$ cat src/rtl/asymfifo_pkg.sv
// Shared definitions for the asymmetric-FIFO pop-side drain logic.
//   DATA_WIDTH_DEF : default stream/FIFO byte width
//   skid_entry_t   : one skid-buffer slot, a byte plus its group-end marker
package asymfifo_pkg;

  localparam int DATA_WIDTH_DEF = 8;

  typedef struct packed {
    logic [DATA_WIDTH_DEF-1:0] data;
    logic                      last;
  } skid_entry_t;

endpackage

$ cat src/rtl/asymfifo_pop_drain_skid.sv
// skid_buf2: two-entry FIFO used as the skid buffer behind the FIFO pop port.
// Ports:
//   clk, rst  : clock, synchronous active-high reset (clears entries and pointers)
//   wr_en     : write wr_data into the tail slot (caller guarantees occ < 2)
//   wr_data   : entry to store
//   rd_en     : retire the head slot (caller guarantees occ != 0)
//   rd_data   : head entry, straight from a register
//   occ       : number of occupied slots, 0..2
module skid_buf2
  import asymfifo_pkg::*;
#(
  parameter type entry_t = skid_entry_t
) (
  input  logic       clk,
  input  logic       rst,
  input  logic       wr_en,
  input  entry_t     wr_data,
  input  logic       rd_en,
  output entry_t     rd_data,
  output logic [1:0] occ
);

  logic       wr_ptr_reg;
  logic       rd_ptr_reg;
  logic [1:0] occ_reg;
  logic [1:0] occ_next;

  // Each slot is its own register so no storage element has two writers.
  // Slots are cleared on reset so the head reads as zero afterwards.
  generate
    for (genvar gi = 0; gi < 2; gi++) begin : g_slot
      entry_t entry_reg;
      always_ff @(posedge clk) begin
        if (rst) begin
          entry_reg <= '0;
        end else if (wr_en && (wr_ptr_reg == 1'(gi))) begin
          entry_reg <= wr_data;
        end
      end
    end
  endgenerate

  always_comb begin
    occ_next = occ_reg;
    case ({wr_en, rd_en})
      2'b10:   occ_next = occ_reg + 2'd1;
      2'b01:   occ_next = occ_reg - 2'd1;
      default: occ_next = occ_reg;  // both or neither: occupancy unchanged
    endcase
  end

  always_ff @(posedge clk) begin
    if (rst) begin
      wr_ptr_reg <= 1'b0;
      rd_ptr_reg <= 1'b0;
      occ_reg    <= 2'd0;
    end else begin
      if (wr_en) wr_ptr_reg <= ~wr_ptr_reg;
      if (rd_en) rd_ptr_reg <= ~rd_ptr_reg;
      occ_reg <= occ_next;
    end
  end

  assign rd_data = rd_ptr_reg ? g_slot[1].entry_reg : g_slot[0].entry_reg;
  assign occ     = occ_reg;

endmodule

$ cat src/rtl/asymfifo_pop_drain.sv
// asymfifo_pop_drain: pop-side consumer of the 24->8 asymmetric FIFO (clk_pop domain).
// Pops bytes into a 2-entry skid buffer and re-emits them as a valid/ready stream,
// marking every PKT_LEN-th byte with m_last. Also keeps a sticky pop_error flag and a
// saturating popped-byte counter.
// Ports:
//   clk, rst            : clock, synchronous active-high reset
//   enable              : allow pops (buffer keeps draining when low)
//   pop_empty/pop_error : FIFO status
//   data_out            : FIFO head byte
//   pop_req_n           : FIFO pop request, active-low
//   m_valid/m_ready     : stream handshake
//   m_data/m_last       : stream byte and group-end marker
//   err, err_clr        : sticky error flag and its clear (set wins)
//   byte_cnt            : total bytes popped, saturating
module asymfifo_pop_drain
  import asymfifo_pkg::*;
#(
  parameter int DATA_WIDTH = DATA_WIDTH_DEF,
  parameter int PKT_LEN    = 3,
  parameter int CNT_WIDTH  = 32
) (
  input  logic                  clk,
  input  logic                  rst,
  input  logic                  enable,
  input  logic                  pop_empty,
  input  logic                  pop_error,
  input  logic [DATA_WIDTH-1:0] data_out,
  output logic                  pop_req_n,
  output logic                  m_valid,
  input  logic                  m_ready,
  output logic [DATA_WIDTH-1:0] m_data,
  output logic                  m_last,
  output logic                  err,
  input  logic                  err_clr,
  output logic [CNT_WIDTH-1:0]  byte_cnt
);

  localparam int GW = (PKT_LEN > 1) ? $clog2(PKT_LEN) : 1;
  localparam logic [GW-1:0] GRP_MAX = GW'(PKT_LEN - 1);

  typedef struct packed {
    logic [DATA_WIDTH-1:0] data;
    logic                  last;
  } entry_t;

  logic           pop;
  logic           xfer;
  logic [1:0]     occ;
  entry_t         wr_entry;
  entry_t         head;
  logic [GW-1:0]  grp_idx_reg;
  logic [GW-1:0]  grp_idx_next;
  logic           err_reg;
  logic [CNT_WIDTH-1:0] byte_cnt_reg;

  // Pop only from registered occupancy; a transfer in the same cycle does not open a
  // slot early, so there is no combinational path from m_ready to pop_req_n.
  assign pop       = enable & ~pop_empty & (occ != 2'd2) & ~rst;
  assign pop_req_n = ~pop;

  assign xfer = m_valid & m_ready;

  assign wr_entry.data = data_out;
  assign wr_entry.last = (grp_idx_reg == GRP_MAX);

  skid_buf2 #(
    .entry_t (entry_t)
  ) u_skid (
    .clk     (clk),
    .rst     (rst),
    .wr_en   (pop),
    .wr_data (wr_entry),
    .rd_en   (xfer),
    .rd_data (head),
    .occ     (occ)
  );

  always_comb begin
    grp_idx_next = grp_idx_reg;
    if (pop) begin
      grp_idx_next = (grp_idx_reg == GRP_MAX) ? '0 : grp_idx_reg + 1'b1;
    end
  end

  // grp_idx only moves on pops, so pausing via enable keeps group alignment.
  always_ff @(posedge clk) begin
    if (rst) begin
      grp_idx_reg  <= '0;
      err_reg      <= 1'b0;
      byte_cnt_reg <= '0;
    end else begin
      grp_idx_reg <= grp_idx_next;
      if (pop_error) begin
        err_reg <= 1'b1;
      end else if (err_clr) begin
        err_reg <= 1'b0;
      end
      if (pop && (byte_cnt_reg != '1)) begin
        byte_cnt_reg <= byte_cnt_reg + 1'b1;
      end
    end
  end

  assign m_valid  = (occ != 2'd0);
  assign m_data   = head.data;
  assign m_last   = head.last;
  assign err      = err_reg;
  assign byte_cnt = byte_cnt_reg;

endmodule

$ cat config.mk
export PLATFORM = sky130hd
export DESIGN_NAME = asymfifo_pop_drain
export DESIGN_NICKNAME = d
export VERILOG_FILES = /design/src/rtl/asymfifo_pkg.sv /design/src/rtl/asymfifo_pop_drain_skid.sv /design/src/rtl/asymfifo_pop_drain.sv
export SDC_FILE = /design/constraint.sdc
export NUM_CORES = 1
export LEC_CHECK = 0
export CAP_MARGIN = 15
export CORE_MARGIN = 1.5
export CORE_UTILIZATION = 45
export CTS_BUF_LIST = sky130_fd_sc_hd__clkbuf_8
export DETAILED_ROUTE_END_ITERATION = 8
export PLACE_DENSITY = 0.72
export SETUP_SLACK_MARGIN = 0.2
export SLEW_MARGIN = 20
export SYNTH_ARGS = -nofsm -noshare
export SYNTH_HDL_FRONTEND = slang
export SYNTH_SLANG_ARGS = --single-unit
export TNS_END_PERCENT = 1
$ cat constraint.sdc
create_clock -name clk -period 2.3 [get_ports clk]
set_input_delay 0.345 -clock clk [delete_from_list [all_inputs] [get_ports clk]]
set_output_delay 0.345 -clock clk [all_outputs]
set_load 0.02 [all_outputs]
==> impl_metrics.env <==
export IMPL_synth_ff_type="sky130_fd_sc_hd__dfxtp_1"
export IMPL_timing_critical_path_cells="clkdlybuf4s50_1, or3b_4, nor2_2, inv_1, clkdlybuf4s15_1"
export IMPL_end_kind="primary output"
export IMPL_post_synth_and_or_nand_nor_area_fraction=0.279
export IMPL_design_final_nets=426
export IMPL_largest_register_ffs=32
export IMPL_ratio_of_cells_with_drive_above_1_in_the_final_layout=0.184
export IMPL_rsz0062_at_grt="yes"
export IMPL_synth_cell_type_count=49
export IMPL_post_route_cell_area_mm2=0.00384
export IMPL_post_synthesis_sequential_element_count=57
export IMPL_p_int_mw=1.81
export IMPL_die_h_um=81.0
export IMPL_cts_tree="done"
export IMPL_worst_reg2reg_setup_slack_ns=0.26
export IMPL_placedInstanceArea_mm2=0.00358
export IMPL_firstDrtPassIters=4
export IMPL_grt_pass1_wl_mm=11.3
export IMPL_vias=2694
export IMPL_timing_critical_path_fanout_max=3
export IMPL_fin_worst_hold_slack_ns=0.458
export IMPL_io_buffer_count=58
export IMPL_clock_skew_ns=0.00557
export IMPL_worst_setup_path_startpoint="enable"
export IMPL_synth_edff_count=0
export IMPL_drt_initial_drc_count=162
export IMPL_power_density_cell_area_mw_per_mm2=607
export IMPL_post_synth_inst_count=323
export IMPL_worst_r2r_path_depth=5
export IMPL_grt_start_max_net_pins=62
export IMPL_fmax_ghz=0.483
export IMPL_cts_root_buffer="sky130_fd_sc_hd__clkbuf_8"
export IMPL_antenna_violating_nets_left=0
export IMPL_cts_buffers=9
export IMPL_switchingPower_mw=0.519
export IMPL_synthesis_warning_total=0
export IMPL_power_sequential_fraction=0.448
export IMPL_synthMuxAreaShare=0.0608
export IMPL_post_cts_hold_buffer_count=0
export IMPL_swShare=0.223
export IMPL_setup_viol=0
export IMPL_required_ns=1.96
export IMPL_die_area_mm2=0.00656
export IMPL_fraction_of_the_mapped_netlist_area_in_compound_gates=0.170
export IMPL_maxSlewHeadroom=0.583
export IMPL_finish_cell_count_without_fillers=488
export IMPL_slowest_delay_ns=0.47
export IMPL_diodes=0
export IMPL_critical_r2r_capture="byte_cnt[25]$_SDFFE_PP0P_"
export IMPL_placeableCoreArea_mm2=0.00589
export IMPL_dp_worst_setup_slack_ns=-0.0765
export IMPL_synth_xor_xnor_area_share=0.0288
export IMPL_synth_sequential_area_ratio=0.417
export IMPL_final_period_utilization=0.899
export IMPL_timing_final_hold_violations=0
export IMPL_clk_latency_ns=0.34
export IMPL_cp_data_arrival_time_ns=1.72
export IMPL_dp_hpwl_mm=4.89
export IMPL_leakage_nw=1.35
export IMPL_part_of_the_total_power_dissipated_in_the_clock_network=0.461
export IMPL_setup_tns_final_ns=0
export IMPL_cts_sink_count=57
export IMPL_timing_final_max_slew_violations=0
export IMPL_fp_row_count=28
export IMPL_gp_routability_congestion=0.814
export IMPL_boundaryPins=59
export IMPL_synth_top_family_by_area="simple AND/OR/NAND/NOR gates"
export IMPL_maxCapViolCount=0
export IMPL_grt_usage=0.227
export IMPL_routed_via_density=5.52
export IMPL_grt_antenna_before_repair=0
export IMPL_result_of_the_run="complete, no violations"
export IMPL_cts_htree_levels=3
export IMPL_holdCritPathClass="register to register"
export IMPL_worst_vdd_rail_ir_drop_mv=0.396
export IMPL_asr_flop_ratio_synth=0
export IMPL_start_util=0.465
export IMPL_worst_path_max_delay_cell="sky130_fd_sc_hd__clkdlybuf4s50_1"
export IMPL_number_of_global_route_vias_before_repair=2435
export IMPL_drc_violation_count_after_routing=0
export IMPL_grt_overflow=0
export IMPL_r2r_start="byte_cnt[18]$_SDFFE_PP0P_"
export IMPL_area_delta_synth_final_pct=40.2
export IMPL_ctsLongestPathBuffers=2
export IMPL_routed_wire_length_per_instance_um=14.4
export IMPL_timing_worst_slew_pin_value_ns=0.625
export IMPL_post_route_worst_setup_slack_ns=0.232
export IMPL_power_combinational_fraction=0.091
export IMPL_post_synth_design_cell_area_mm2=0.00274
export IMPL_critical_path_class="input port to primary output"
export IMPL_worstSetupEndpoint="pop_req_n"
export IMPL_syn_num_nets=340
export IMPL_die_w_um=81.0
export IMPL_wirelength_mm=7.01
export IMPL_post_synth_fa_ha_maj_area_fraction=0.00914
export IMPL_timing_final_crit_period_ns=2.07
export IMPL_synth_area_per_cell_um2=8.47
export IMPL_place_inst=472
export IMPL_critPathLaunchType="input port"
export IMPL_cts_reportedPaths_clkPinSlew_ns=0.06
-- cell families after synthesis --
logic type	count (synthesis)
mux	15
xor+xnor	9
fa+ha+maj	2
compound gates	81
flops	57
simple gates	137
buf+inv	22
-- per-stage QoR --
step | power (mW) | utilization
2_1_floorplan | 1.19 | -
6_report | 2.33 | 0.652
4_1_cts | 2.35 | 0.647
3_5_place_dp | 1.28 | 0.608
5_1_grt | 2.42 | 0.652
3_3_place_gp | 1.27 | 0.608
-- layout make-up --
class	instances	area, um^2
fillers	500	2050
clock buffers	12	165
inverters	6	22.5
well taps	75	93.8
flip-flops and latches	57	1150
repair buffers	91	823
clock inverters	3	63.8
multi-input cells	244	1520
-- routing by layer --
layer | part of all wire | global-route usage | vias up | wire length (um)
li1 | - | - | 1355 | -
met5 | 0 | 0 | - | 0
met4 | 0.015 | 0.110 | 0 | 103
met3 | 0.067 | 0.0528 | 10 | 470
met2 | 0.48 | 0.358 | 86 | 3330
met1 | 0.44 | 0.291 | 1243 | 3100
-- worst min-delay path by stage --
stage	startpoint	endpoint	slack (ns)	cells after the start
5_1_grt	u_skid.g_slot[1].entry_reg[3]$_SDFFE_PP0P_	u_skid.g_slot[1].entry_reg[3]$_SDFFE_PP0P_	0.48	2
6_report	u_skid.g_slot[1].entry_reg[7]$_SDFFE_PP0P_	u_skid.g_slot[1].entry_reg[7]$_SDFFE_PP0P_	0.46	2
3_5_place_dp	u_skid.g_slot[1].entry_reg[3]$_SDFFE_PP0P_	u_skid.g_slot[1].entry_reg[3]$_SDFFE_PP0P_	0.45	2
3_3_place_gp	u_skid.g_slot[1].entry_reg[5]$_SDFFE_PP0P_	u_skid.g_slot[1].entry_reg[5]$_SDFFE_PP0P_	0.44	2
4_1_cts	u_skid.g_slot[1].entry_reg[3]$_SDFFE_PP0P_	u_skid.g_slot[1].entry_reg[3]$_SDFFE_PP0P_	0.46	2
2_1_floorplan	u_skid.g_slot[1].entry_reg[1]$_SDFFE_PP0P_	u_skid.g_slot[1].entry_reg[1]$_SDFFE_PP0P_	0.43	2
-- critical path, delay by kind of cell --
family / cells / cell delay (ns)
and+or+nand+nor: 2 / 0.53
buffers and inverters: 3 / 0.85
-- power groups by stage --
stage | Sequential (mW) | Combinational, mW | Clock, mW
after floorplan | 1.05 | 0.140 | 0
after CTS | 1.04 | 0.214 | 1.09
final | 1.04 | 0.213 | 1.07
after global placement | 1.06 | 0.210 | 0
after global routing | 1.05 | 0.234 | 1.14
after detailed placement | 1.06 | 0.213 | 0
-- synthesized netlist by cell type (2+ instances only) --
cell                         n  area share
sky130_fd_sc_hd__xor2_1      4       0.013
sky130_fd_sc_hd__dfxtp_1    57        0.42
sky130_fd_sc_hd__buf_2       5      0.0091
sky130_fd_sc_hd__or3_1      15       0.034
sky130_fd_sc_hd__or2_2       3      0.0069
sky130_fd_sc_hd__buf_1       2      0.0027
sky130_fd_sc_hd__a2111oi_0   2      0.0064
sky130_fd_sc_hd__o21ai_0    23       0.042
sky130_fd_sc_hd__clkbuf_1    8       0.011
sky130_fd_sc_hd__nand3_1    19       0.035
sky130_fd_sc_hd__or4_1       5       0.014
sky130_fd_sc_hd__xnor2_1     5       0.016
sky130_fd_sc_hd__o41ai_1     2      0.0064
sky130_fd_sc_hd__mux2_2      9       0.037
sky130_fd_sc_hd__a21oi_1    40       0.073
sky130_fd_sc_hd__mux2i_1     2      0.0073
sky130_fd_sc_hd__nor2_1     20       0.027
sky130_fd_sc_hd__o31ai_1     5       0.014
sky130_fd_sc_hd__nor3b_1     3      0.0082
sky130_fd_sc_hd__and4_1      3      0.0096
sky130_fd_sc_hd__and3_1      2      0.0046
sky130_fd_sc_hd__nand4_1     7       0.016
sky130_fd_sc_hd__nand2_1    32       0.044
sky130_fd_sc_hd__ha_1        2      0.0091
sky130_fd_sc_hd__and2_1      5       0.011
sky130_fd_sc_hd__nor2b_1     6       0.014
sky130_fd_sc_hd__mux2_1      4       0.016
sky130_fd_sc_hd__inv_1       6      0.0082
sky130_fd_sc_hd__nor3_1      7       0.013
-- layout by cell type, fill, tap and decap left out, types with 3 or more instances in the layout --
cell type                         Yosys  final
sky130_fd_sc_hd__buf_4                0     33
sky130_fd_sc_hd__and4_1               3      3
sky130_fd_sc_hd__a21oi_1             40     40
sky130_fd_sc_hd__xnor2_1              5      5
sky130_fd_sc_hd__clkbuf_8             0     12
sky130_fd_sc_hd__xor2_1               4      4
sky130_fd_sc_hd__or4_1                5      5
sky130_fd_sc_hd__nand3_1             19     19
sky130_fd_sc_hd__dfxtp_2              0      3
sky130_fd_sc_hd__or3_1               15     15
sky130_fd_sc_hd__clkdlybuf4s50_1      0     56
sky130_fd_sc_hd__nand2_1             32     32
sky130_fd_sc_hd__nand4_1              7      7
sky130_fd_sc_hd__dfxtp_1             57     53
sky130_fd_sc_hd__nor2_1              20     19
sky130_fd_sc_hd__mux2_2               9      9
sky130_fd_sc_hd__o21ai_0             23     23
sky130_fd_sc_hd__nor2b_1              6      6
sky130_fd_sc_hd__mux2_1               4      4
sky130_fd_sc_hd__or2_2                3      3
sky130_fd_sc_hd__o31ai_1              5      5
sky130_fd_sc_hd__nor3_1               7      7
sky130_fd_sc_hd__inv_1                6      7
sky130_fd_sc_hd__and2_1               5      5
-- timing repair --
item | CTS | global route
gates resized for setup | 3 | 7
setup endpoints to repair | 12 | 16
setup buffers | 0 | 1
pin swaps | 0 | 1
Power figures use the tool's default switching activity.
